## config.mk

```make
export PLATFORM = sky130hd
export DESIGN_NAME = button_event_scheduler
export DESIGN_NICKNAME = d
export VERILOG_FILES = /design/src/rtl/btn_sched_pkg.sv /design/src/rtl/rr_picker.sv /design/src/rtl/button_event_scheduler.sv
export SDC_FILE = /design/constraint.sdc
export NUM_CORES = 1
export LEC_CHECK = 0
export CORE_MARGIN = 2
export CORE_UTILIZATION = 50
export CTS_BUF_LIST = sky130_fd_sc_hd__clkbuf_8
export CTS_CLUSTER_DIAMETER = 150
export DETAILED_ROUTE_END_ITERATION = 8
export PLACE_DENSITY = 0.74
export SLEW_MARGIN = 25
export SYNTH_ARGS = -nofsm -noshare
export SYNTH_HDL_FRONTEND = slang
export SYNTH_SLANG_ARGS = --single-unit
```

## constraint.sdc

```tcl
create_clock -name clk -period 2.86 [get_ports clk]
set_clock_uncertainty 0.1 [all_clocks]
set_input_delay 0.572 -clock clk [delete_from_list [all_inputs] [get_ports clk]]
set_output_delay 0.572 -clock clk [all_outputs]
set_load 0.02 [all_outputs]
```

## src/rtl/btn_sched_pkg.sv

```systemverilog
// Shared types and defaults for the push-button event scheduler.
// The FSM state type is exported so checkers can decode the scheduler phase.
package btn_sched_pkg;

  typedef enum logic [1:0] {
    IDLE    = 2'd0,
    GRANT   = 2'd1,
    LOCKOUT = 2'd2
  } sched_state_t;

  // 0.5 s at 50 MHz.
  localparam int LOCKOUT_CYCLES_DEFAULT = 25000000;
  localparam int TIMER_W_DEFAULT        = 25;

endpackage

```

## src/rtl/rr_picker.sv

```systemverilog
// Combinational round-robin picker: first set request strictly after 'last',
// scanning upward with wrap-around.
module rr_picker #(
  parameter int NUM_BTN = 4,
  parameter int ID_W    = $clog2(NUM_BTN)
) (
  input  logic [NUM_BTN-1:0] req,
  input  logic [ID_W-1:0]    last,
  output logic               any,
  output logic [ID_W-1:0]    winner
);

  // Scan from the farthest offset down so the nearest set bit is assigned last.
  always_comb begin
    any    = 1'b0;
    winner = '0;
    for (int k = NUM_BTN; k >= 1; k--) begin
      if (req[(int'(last) + k) % NUM_BTN]) begin
        any    = 1'b1;
        winner = ID_W'((int'(last) + k) % NUM_BTN);
      end
    end
  end

endmodule

```

## src/rtl/button_event_scheduler.sv

```systemverilog
// Synchronises raw buttons, latches press events and serves them one at a time
// through a shared lockout timer, emitting one-cycle tagged event pulses.
module button_event_scheduler
  import btn_sched_pkg::*;
#(
  parameter int NUM_BTN        = 4,
  parameter int LOCKOUT_CYCLES = LOCKOUT_CYCLES_DEFAULT,
  parameter int TIMER_W        = TIMER_W_DEFAULT,
  parameter int ID_W           = $clog2(NUM_BTN)
) (
  input  logic               clk,
  input  logic               rst_n,
  input  logic [NUM_BTN-1:0] btn,
  output logic               event_valid,
  output logic [ID_W-1:0]    event_id,
  output logic               busy,
  output logic [NUM_BTN-1:0] pending,
  output logic               drop
);

  // Handshake: event_valid is a one-cycle pulse with no back-pressure; the
  // consumer must take event_id in that cycle. drop is an equally short pulse.

  logic [NUM_BTN-1:0] sync1_q, sync2_q, prev_q;
  logic [NUM_BTN-1:0] rise;
  logic [NUM_BTN-1:0] pending_q, pending_d;
  logic [NUM_BTN-1:0] set_mask, grant_mask;
  logic               drop_q, drop_d;
  sched_state_t       state_q, state_d;
  logic [TIMER_W-1:0] timer_q, timer_d;
  logic [ID_W-1:0]    cur_id_q, cur_id_d;
  logic [ID_W-1:0]    rr_last_q, rr_last_d;
  logic               pick_any;
  logic [ID_W-1:0]    pick_winner;

  assign rise = sync2_q & ~prev_q;

  rr_picker #(
    .NUM_BTN (NUM_BTN),
    .ID_W    (ID_W)
  ) u_rr_picker (
    .req    (pending_q),
    .last   (rr_last_q),
    .any    (pick_any),
    .winner (pick_winner)
  );

  always_comb begin
    state_d    = state_q;
    timer_d    = timer_q;
    cur_id_d   = cur_id_q;
    rr_last_d  = rr_last_q;
    grant_mask = '0;
    case (state_q)
      IDLE: begin
        if (pick_any) begin
          state_d                 = GRANT;
          cur_id_d                = pick_winner;
          rr_last_d               = pick_winner;
          grant_mask[pick_winner] = 1'b1;
        end
      end
      GRANT: begin
        timer_d = TIMER_W'(LOCKOUT_CYCLES - 1);
        state_d = LOCKOUT;
      end
      LOCKOUT: begin
        // Holding the served button keeps us here: no auto-repeat.
        if (timer_q != '0) begin
          timer_d = timer_q - TIMER_W'(1);
        end else if (!sync2_q[cur_id_q]) begin
          state_d = IDLE;
        end
      end
      default: state_d = IDLE;
    endcase
  end

  // Bounce on the button currently being served must not re-queue it.
  always_comb begin
    set_mask = rise;
    if (state_q != IDLE) begin
      set_mask[cur_id_q] = 1'b0;
    end
    pending_d = (pending_q | set_mask) & ~grant_mask;
    drop_d    = |(set_mask & pending_q & ~grant_mask);
  end

  always_ff @(posedge clk or negedge rst_n) begin
    if (!rst_n) begin
      sync1_q   <= '0;
      sync2_q   <= '0;
      prev_q    <= '0;
      pending_q <= '0;
      drop_q    <= 1'b0;
      state_q   <= IDLE;
      timer_q   <= '0;
      cur_id_q  <= '0;
      rr_last_q <= ID_W'(NUM_BTN - 1);
    end else begin
      sync1_q   <= btn;
      sync2_q   <= sync1_q;
      prev_q    <= sync2_q;
      pending_q <= pending_d;
      drop_q    <= drop_d;
      state_q   <= state_d;
      timer_q   <= timer_d;
      cur_id_q  <= cur_id_d;
      rr_last_q <= rr_last_d;
    end
  end

  assign event_valid = (state_q == GRANT);
  assign event_id    = cur_id_q;
  assign busy        = (state_q != IDLE);
  assign pending     = pending_q;
  assign drop        = drop_q;

endmodule

```

==> flow_metrics.py <==
metrics = {
    "drt": {
        "ant_nets": 0,
        "dr.pass1.iters": 4,
        "finalWirelength_um": 5135,
        "wl_per_cell_um": 16.25,
        "drcViolationCount": 0,
        "first_iter_violations": 85,
        "viasPerCell": 6.247,
        "vias": 1974,
    },
    "synth": {
        "synth_commonest_cells": "dfrtp_1, nand2_1, nor2_1",
        "synthCells": 241,
        "yosys_most_used_dff": "dfrtp_1",
        "avgSynthCellArea_um2": 9.984,
        "synth_edf_count": 0,
        "synth_most_common_cell": "dfrtp_1",
        "synth_top_area_share_pct": 47.84,
        "yosysUniqueCellTypes": 51,
        "ys_seq_elements": 48,
        "syn_nets": 249,
        "yosys-top-cells-area": "dfrtp_1, nand2_1, nor2_1, a21oi_1, nand3_1",
        "ys_warn_count": 0,
        "synth_area_mm2": 0.002406,
        "ys_seq_area_share_pct": 50.03,
        "synthArstFlopShare_pct": 100.0,
        "yosys.area.top_type": "dfrtp_1",
    },
    "finish": {
        "drive_gt1_share_pct": 10.31,
        "diodes": 0,
        "fillers": 420,
        "register_area_mm2": 0.001204,
        "fin_util_pct": 58.61,
        "multi_input_area_mm2": 0.001144,
        "area_delta_synth_final_pct": 14.30,
        "nets": 269,
        "final_area_mm2": 0.002750,
    },
    "setup_path": {
        "arrival_ns": 1.91,
        "slowest_delay_ns": 0.63,
        "start_kind": "register",
        "required_ns": 2.19,
        "startpoint": "state_q[0]$_DFFE_PN0P_",
        "cpMaxStageDelayCell": "clkdlybuf4s50_1",
        "path_class": "reg -> out",
        "worstSetupEndpoint": "busy",
        "regToRegEndpoint": "timer_q[11]$_DFFE_PN0P_",
        "worstPathCellList": "nor2_1 > inv_1 > clkdlybuf4s50_1",
        "r2r_cells": 7,
        "r2r_slack_ns": 0.50,
        "endpoint_kind": "primary output",
        "cp_max_fo": 15,
        "reg2reg_from": "timer_q[0]$_DFFE_PN0P_",
    },
    "die": {
        "fp.dieH_um": 73.37,
        "design.die.area_mm2": 0.005383,
        "pin_count": 15,
        "core-area_mm2": 0.004692,
        "initial_core_util_pct": 51.28,
        "die_x_um": 73.37,
        "row_count": 25,
    },
    "global_route": {
        "top_usage_layer": "met2",
        "grt_overflow": 0,
        "gr-usage-met2_pct": 35.24,
        "grtUsageMet3_pct": 4.252,
        "antenna_found_initial": 0,
        "grtUsageMet1_pct": 27.38,
        "grt_pass1_vias": 1898,
        "grt_pass1_wl_um": 8811,
        "grt_usage_pct": 21.32,
        "grt_max_degree": 35,
    },
    "cts": {
        "clk_path_buf_depth": 2,
        "clk_latency_ns": 0.31,
        "cts_tree": "built",
        "post_cts_resized": 0,
        "htree_levels": 2,
        "clk_pin_slew_ns": 0.09,
        "cts_setup_buffers": 0,
        "clock-sinks": 48,
        "cts_hold_buffers": 0,
        "cts_inserted_buffers": 5,
        "root_buffer": "clkbuf_8",
    },
    "pwr": {
        "power.leakage_uw": 0.001035,
        "powerDensity_mw_per_mm2": 849.9,
        "ir_drop_mv": 0.5955,
    },
    "sta": {
        "tns_ns": 0,
        "hold_viol_final": 0,
        "tightestPinTransition_ns": 0.6155,
        "final-setup-viol-count": 0,
        "layout_setup_ws_ns": 0.2738,
        "relSlewSlack_pct": 58.45,
        "finalCriticalPeriod_ns": 2.586,
        "fin_crit_sh_pct": 90.43,
        "fmax_mhz": 386.7,
        "rsz0062_at_grt": "no",
        "drv_slew": 0,
        "whs_ns": 0.04448,
    },
    "place": {
        "dpl.hpwl_um": 3658,
        "io_buffers": 14,
        "place_area_mm2": 0.002629,
        "routabilityCongestion": 0.9012,
        "dpl_worst_slack_ns": 0.5247,
    },
    "flow_run": {
        "max_cap_viol_count": 0,
    },
    "worst_hold_path": {
        "hold_path.class": "in -> async",
    },
    "outcome": {
        "status": "complete, no violations",
    },
}
## report_power, final
group	internal, uW	switching [uW]	leakage (uW)
logic	372	463	0.000446
registers	797	184	0.000527
clock network	286	236	0.0000614
total	1450	882	0.00103
## layout make-up
type / instances / share of cell area, %
inverter: 7 / 0.9554
multi-input combinational: 178 / 41.58
clock inverter: 2 / 1.410
timing repair buffer: 21 / 6.824
tap: 54 / 2.457
clock buffer: 6 / 3.003
sequential: 48 / 43.77
## sequential cells by signal, indices dropped and copies added (netlist names)
signal	count
drop	1
event_id	2
pending	4
prev_q	4
rr_last_q	2
state_q	2
sync1_q	4
sync2_q	4
timer_q	25
## metal layers
metal / part of all wire (%) / vias up / wire, um
met5: 0 / - / 0
met4: 1.9 / 0 / 100
met1: 45 / 977 / 2326
met3: 3.5 / 9 / 178
li1: - / 956 / -
met2: 49 / 32 / 2530
## critical path: cells and delay by family, from the launching register on
| family | cells | cell delay, ns |
|---|---|---|
| flops | 1 | 0.61 |
| buf+inv | 2 | 0.82 |
| simple gates | 1 | 0.17 |
## cells in the final DEF, fill, tap and decap left out, drive strengths merged, types with 3 or more instances in the layout
cell and instances:
nand3 11, dfrtp 46, buf 8, o21ai 10, nor2 17, o21a 5, nor4 10, nor4b 3
a21oi 12, o311ai 5, and4 3, and3 3, or3 5, inv 6, clkbuf 6, nor3b 4
nor3 9, a211oi 4, nor2b 3, mux2i 3, xnor2 4, nand2 22, nand4 4, clkdlybuf4s50 13
nand2b 6, or4 7, a31oi 4
## kinds of logic (layout without fill, tap and decap cells)
logic type,after synthesis,after routing,synth area share (%)
adders and majority gates,2,2,1.040
DFF,48,48,50.03
AOI/OAI and AO/OA,54,54,15.19
muxes,4,4,2.184
xor gates and xnor gates,4,4,1.456
and+or+nand+nor,114,114,27.67
buffers and inverters,15,36,2.444
## how the worst min path moves through the flow
| stage | to | start | cells after the start |
|---|---|---|---|
| 6_report | timer_q[3]$_DFFE_PN0P_ | rst_n | 1 |
| 5_1_grt | timer_q[4]$_DFFE_PN0P_ | rst_n | 1 |
| 4_1_cts | timer_q[4]$_DFFE_PN0P_ | rst_n | 1 |
| 2_1_floorplan | drop$_DFF_PN0_ | rst_n | 0 |
| 3_5_place_dp | sync2_q[1]$_DFF_PN0_ | sync1_q[1]$_DFF_PN0_ | 0 |
| 3_3_place_gp | sync2_q[3]$_DFF_PN0_ | sync1_q[3]$_DFF_PN0_ | 0 |
## stage by stage
stage,std cells,total power [uW]
2_1_floorplan,241,1495
3_5_place_dp,308,1830
3_3_place_gp,308,1825
6_report,316,2337
5_1_grt,316,2484
4_1_cts,316,2357
No activity file was read; power rests on OpenSTA's default activity.
==> RTL change 1: new RTL, same flow settings <==
Remove the register `drop_q`: a continuous assignment takes its place, so the output `drop` follows one clock earlier.
--- a/src/rtl/button_event_scheduler.sv
+++ b/src/rtl/button_event_scheduler.sv
@@ -93,5 +93,4 @@
       prev_q    <= '0;
       pending_q <= '0;
-      drop_q    <= 1'b0;
       state_q   <= IDLE;
       timer_q   <= '0;
@@ -103,5 +102,4 @@
       prev_q    <= sync2_q;
       pending_q <= pending_d;
-      drop_q    <= drop_d;
       state_q   <= state_d;
       timer_q   <= timer_d;
@@ -110,4 +108,6 @@
     end
   end
+
+  assign drop_q = drop_d;
 
   assign event_valid = (state_q == GRANT);
Check against the original RTL: no difference found for any inputs over 4 cycles, from zero or initial values and one cycle with rst_n low; that may be too few to reach the edited logic, so the function may still have changed.
==> RTL change 1 against the unedited design <==
- global-route usage rose by 1.9 points
- first-iteration DRC count rose by 130%
- largest cell class unchanged
- maximum frequency shrank 4.9%
- total power up 0.68%
- setup slack worse by 0.13 ns
- cell area is 0.64% higher
- sequential cell count down 1
- sequential power down 9.3%
- area after synthesis down 1.0%
- final cell count is 2.2% higher
- wire length increased by 3.4%
==> RTL change 1: results (changes against the unedited design) <==
* Routed wire length at 5311 um (+3.4%)
* Worst-Skew Late Latency at 0.31 ns (about the same)
* First-pass GRT wire length at 9570 um (+8.6%)
* Dominant cells by area after synthesis: dfrtp_1 (47%), nand2_1 (3.5%), nor2_1 (2.7%)
* Status: complete, no violations
* Worst reg-to-reg setup slack at 0.44 ns (-0.06 ns)
* Hpwl dp at 3699 um (+1.1%)
* Leak at 1.047 nW (+1.2%)
* DR WL/cell at 16.44 um (+1.2%)
* Top reg by flops: timer_q
* CP delay by family, top: simple AND/OR/NAND/NOR gates
* Hold WS at 0.03620 ns (-0.008284 ns)
* CP peak stage delay at 0.56 ns (-0.07 ns)
* Postcts setup bufs at 0 (unchanged)
* Hold WC Path Type: in2async
* Max frequency at 367.8 MHz (-4.9%)
* Max VDD drop at 635.4 uV (+6.7%)
* Cell Area, Placed at 2664 um2 (+1.3%)
* Syn Nets at 248 (-0.40%)
* # port buffers at 14 (unchanged)
* Final Wtd Congestion at 0.8923 (-0.99%)
* Resized Gates After CTS at 4 (+4)
* DRT Pass-1 Iters at 4 (unchanged)
* Slowest CP cell: dfstp_2
* Worst slack at placement at -0.01339 ns (-0.5381 ns)
* GRT Overall Usage at 0.2319 (+0.01871)
* CP max FO at 5 (-10)
* Layout cells sized above 1 at 0.1450 (+0.04193)
* Rel. slew slack at 0.6317 (+0.04718)
* DRT iter0 DRCs at 199 (+130%)
* Main flop type after synthesis: dfrtp_1
* Number of diodes at 0 (unchanged)
* CTS clk-pin slew, worst paths at roughly 0.1 ns
* Num CTS Buffers at 5 (unchanged)
* DR vias/cell at 6.201 (-0.73%)
* Largest net degree at the start of global routing at 35 (unchanged)
* Sequential share of the synthesized area at 0.4950 (-0.005252)
* Ys async rst share at 1.000 (unchanged)
* Worst EP arrival at 2.05 ns (+0.14 ns)
* Fin nets at 276 (+2.6%)
* Post-Syn Instances at 240 (-0.41%)
* Top cells by count, synth: dfrtp_1 (45), nand2_1 (22), nor2_1 (17)
* Dpl cells at 315 (+2.3%)
==> RTL change 1: cell count changes after synthesis, sizes merged <==
| cell | change |
|---|---|
| dfrtp | -1 |
==> RTL change 1: worst reg2reg max path: stages (launching register included) <==
cell and delay, ns:
dfrtp_1 0.44, inv_1 0.10, ha_1 0.14, nor4b_1 0.42, and2_1 0.28, nand2_1 0.37
a311oi_1 0.39, a31oi_1 0.07
==> RTL change 1: final cells by class <==
type,count,area (um2)
Clock inverter,3,25.02
Multi-Input combinational cell,178,1159
Clock buffer,5,68.82
Tap cell,54,67.56
Sequential cell,47,1179
Inverter,7,26.28
Timing Repair Buffer,29,242.7
Fill cell,403,1893
==> RTL change 1: path summary, 6_finish.rpt <==
path / startpoint / endpoint / cells after the start
min in group clk: sync1_q[3] / sync2_q[3] / 0
worst max register to register: timer_q[0] / timer_q[2] / 7
worst min-delay path: rst_n / timer_q[10] / 1
worst min register to register: sync1_q[3] / sync2_q[3] / 0
worst max-delay path: rr_last_q[0] / drop / 6
max in group asynchronous: rst_n / rr_last_q[1] / 2
==> RTL change 1: routing by layer <==
metal,GRT usage,wire (um),share of wire
met1,0.3105,2386,0.45
met2,0.3624,2577,0.49
met5,0,0,0
met4,0.1070,99,0.019
met3,0.04558,247,0.047
==> RTL change 1: cells by family (layout without fill, tap and decap cells) <==
kind of cell,after synthesis,count (layout),share of synthesized area
simple gates,114,114,0.2796
compound gates,54,54,0.1534
flops,47,47,0.4950
buf+inv,15,44,0.02470
xor+xnor,4,4,0.01471
mux,4,4,0.02207
fa+ha+maj,2,2,0.01051
==> RTL change 1: report_power, final <==
group,internal (W),leakage (nW),switching [W]
clock network,0.000179,0.0452,0.000254
logic,0.000451,0.487,0.000580
registers,0.000777,0.515,0.000113
total,0.00141,1.05,0.000947
==> RTL change 2: new RTL, same flow settings <==
Made on the original files. `TIMER_W_DEFAULT`: 25 -> 29.
--- a/src/rtl/btn_sched_pkg.sv
+++ b/src/rtl/btn_sched_pkg.sv
@@ -11,5 +11,5 @@
   // 0.5 s at 50 MHz.
   localparam int LOCKOUT_CYCLES_DEFAULT = 25000000;
-  localparam int TIMER_W_DEFAULT        = 25;
+  localparam int TIMER_W_DEFAULT        = 29;
 
 endpackage
Behaviour: same outputs for any inputs over 4 cycles, from zero or initial values and one cycle with rst_n low; that may be too few to reach the edited logic, so the function may still have changed.
==> RTL change 2 against the unedited design <==
- total power grew 0.17%
- sequential cell count up 4
- wire length is 11% higher
- critical path depth did not move
- critical endpoint is now event_valid
- setup slack gained 0.068 ns
- critical path type unchanged
- cell area is 8.2% higher
- count of clock-buffer cells in the layout stayed put
- area after synthesis grew 9.6%
- sequential power is 1% higher
==> RTL change 2: results (changes against the unedited design) <==
* First-pass GRT wire length at 9632 um (+9.3%)
* Worst EP arrival at 1.85 ns (-0.06 ns)
* Post-Syn Instances at 268 (+11%)
* Top reg by flops: timer_q
* Resized Gates After CTS at 0 (unchanged)
* Fill cells at 468 (+11%)
* DR vias/cell at 5.969 (-4.4%)
* Largest net degree at the start of global routing at 53 (+51%)
* Max-cap check violation count at 0 (unchanged)
* GRT Overall Usage at 0.2022 (-0.01099)
* CP max FO at 10 (-5)
* DR WL/cell at 15.94 um (-1.9%)
* Routed wire length at 5722 um (+11%)
* YS warnings at 0 (unchanged)
* Worst slew pin tran at 0.6381 ns (+0.02264 ns)
* Leak at 1.066 nW (+3.0%)
* Vias in the first global route at 2,162 (+14%)
* Dominant cells by area after synthesis: dfrtp_1 (47%), mux2i_1 (3.8%), nand2_1 (3.3%)
* Sequential share of the synthesized area at 0.4943 (-0.005953)
* DRT Pass-1 Iters at 4 (unchanged)
* Status: complete, no violations
* Syn Nets at 276 (+11%)
* Layout cells sized above 1 at 0.09689 (-0.006168)
* Total clock sinks at 52 (+8.3%)
* Sw frac at 0.3931 (+0.01556)
* H-tree Lvls at 2 (unchanged)
* Final Wtd Congestion at 0.8525 (-5.4%)
* Distinct cells, synth at 51 (unchanged)
* Fin nets at 296 (+10%)
* Initial antenna violation count at 0 (unchanged)
* DRT iter0 DRCs at 120 (+41%)
* Hpwl dp at 4133 um (+13%)
* Max VDD drop at 624.4 uV (+4.9%)
* Postcts setup bufs at 0 (unchanged)
* Hold WC Path Type: in2async
* Top cells by count, synth: dfrtp_1 (50), nand2_1 (23), nor2_1 (20)
* Max reg flops at 29 (+16%)
* Dpl cells at 351 (+14%)
* Root Buffer: clkbuf_8
-- RTL change 2: cell types whose count changed after synthesis, sizes merged, moves of 6 or more --
cell	delta
a21oi	-6
mux2i	+7
nor3	+9
or3	+7
-- RTL change 2: stage by stage --
stage / utilization / setup slack [ns] / power (W) / cell area (um2)
after floorplan: - / 0.7780 / 0.001559 / 2638
after global placement: 0.5637 / 0.6504 / 0.001885 / 2879
after global routing: 0.5828 / 0.2071 / 0.002483 / 2977
after CTS: 0.5828 / 0.3242 / 0.002348 / 2977
final: 0.5828 / 0.3422 / 0.002341 / 2977
after detailed placement: 0.5637 / 0.6225 / 0.001908 / 2879
-- RTL change 2: worst max-delay path, delay by kind of cell, from the launching register on --
family	cells	cell delay (ns)
DFF	1	0.49
buffers and inverters	2	0.91
and+or+nand+nor	1	0.14
-- RTL change 2: kinds of logic after synthesis --
kind of cell | count (synthesis) | share of synthesized area
AND/OR/NAND/NOR | 137 | 0.2979
flip-flops | 52 | 0.4943
AO/OA/AOI/OAI | 47 | 0.1233
buffers and inverters | 19 | 0.02846
multiplexers | 11 | 0.04649
adder cells (fa/ha/maj) | 2 | 0.009486
-- RTL change 2: path summary, 6_finish.rpt --
check                           startpoint     endpoint  slack [ns]  depth (start not counted)
worst max register to register  timer_q[7]  timer_q[27]        0.57                          5
worst min-delay path                 rst_n  timer_q[18]        0.26                          2
worst max-delay path            state_q[0]  event_valid        0.34                          3
max in group asynchronous            rst_n  timer_q[13]        1.96                          2
worst min register to register  sync1_q[2]   sync2_q[2]        0.26                          0
min in group clk                sync1_q[2]   sync2_q[2]        0.26                          0
-- RTL change 2: layer usage --
metal | GRT usage | vias to the layer above | part of all wire
met1 | 0.2446 | 1047 | 0.44
met3 | 0.04028 | 9 | 0.038
li1 | - | 1033 | -
met5 | 0 | - | 0
met2 | 0.3549 | 54 | 0.52
met4 | 0.07818 | 0 | 0.010
-- RTL change 2: power groups by stage --
| stage | logic, W | clock network [W] | registers (W) |
|---|---|---|---|
| after global placement | 0.000885 | 0 | 0.00100 |
| after CTS | 0.000907 | 0.000450 | 0.000991 |
| final | 0.000908 | 0.000439 | 0.000994 |
| after global routing | 0.000992 | 0.000478 | 0.00101 |
| after detailed placement | 0.000903 | 0 | 0.00100 |
| after floorplan | 0.000549 | 0 | 0.00101 |
-- RTL change 2: area by class of cell --
cell class                      instances  area, um2  share of cell area
Sequential cell                        52       1304              0.4380
Tap cell                               70      87.58             0.02942
Clock buffer                            6      82.58             0.02774
Clock inverter                          2      15.01            0.005044
Timing Repair Buffer                   21      187.7             0.06305
Inverter                               11      41.29             0.01387
Multi-Input combinational cell        197       1259              0.4229
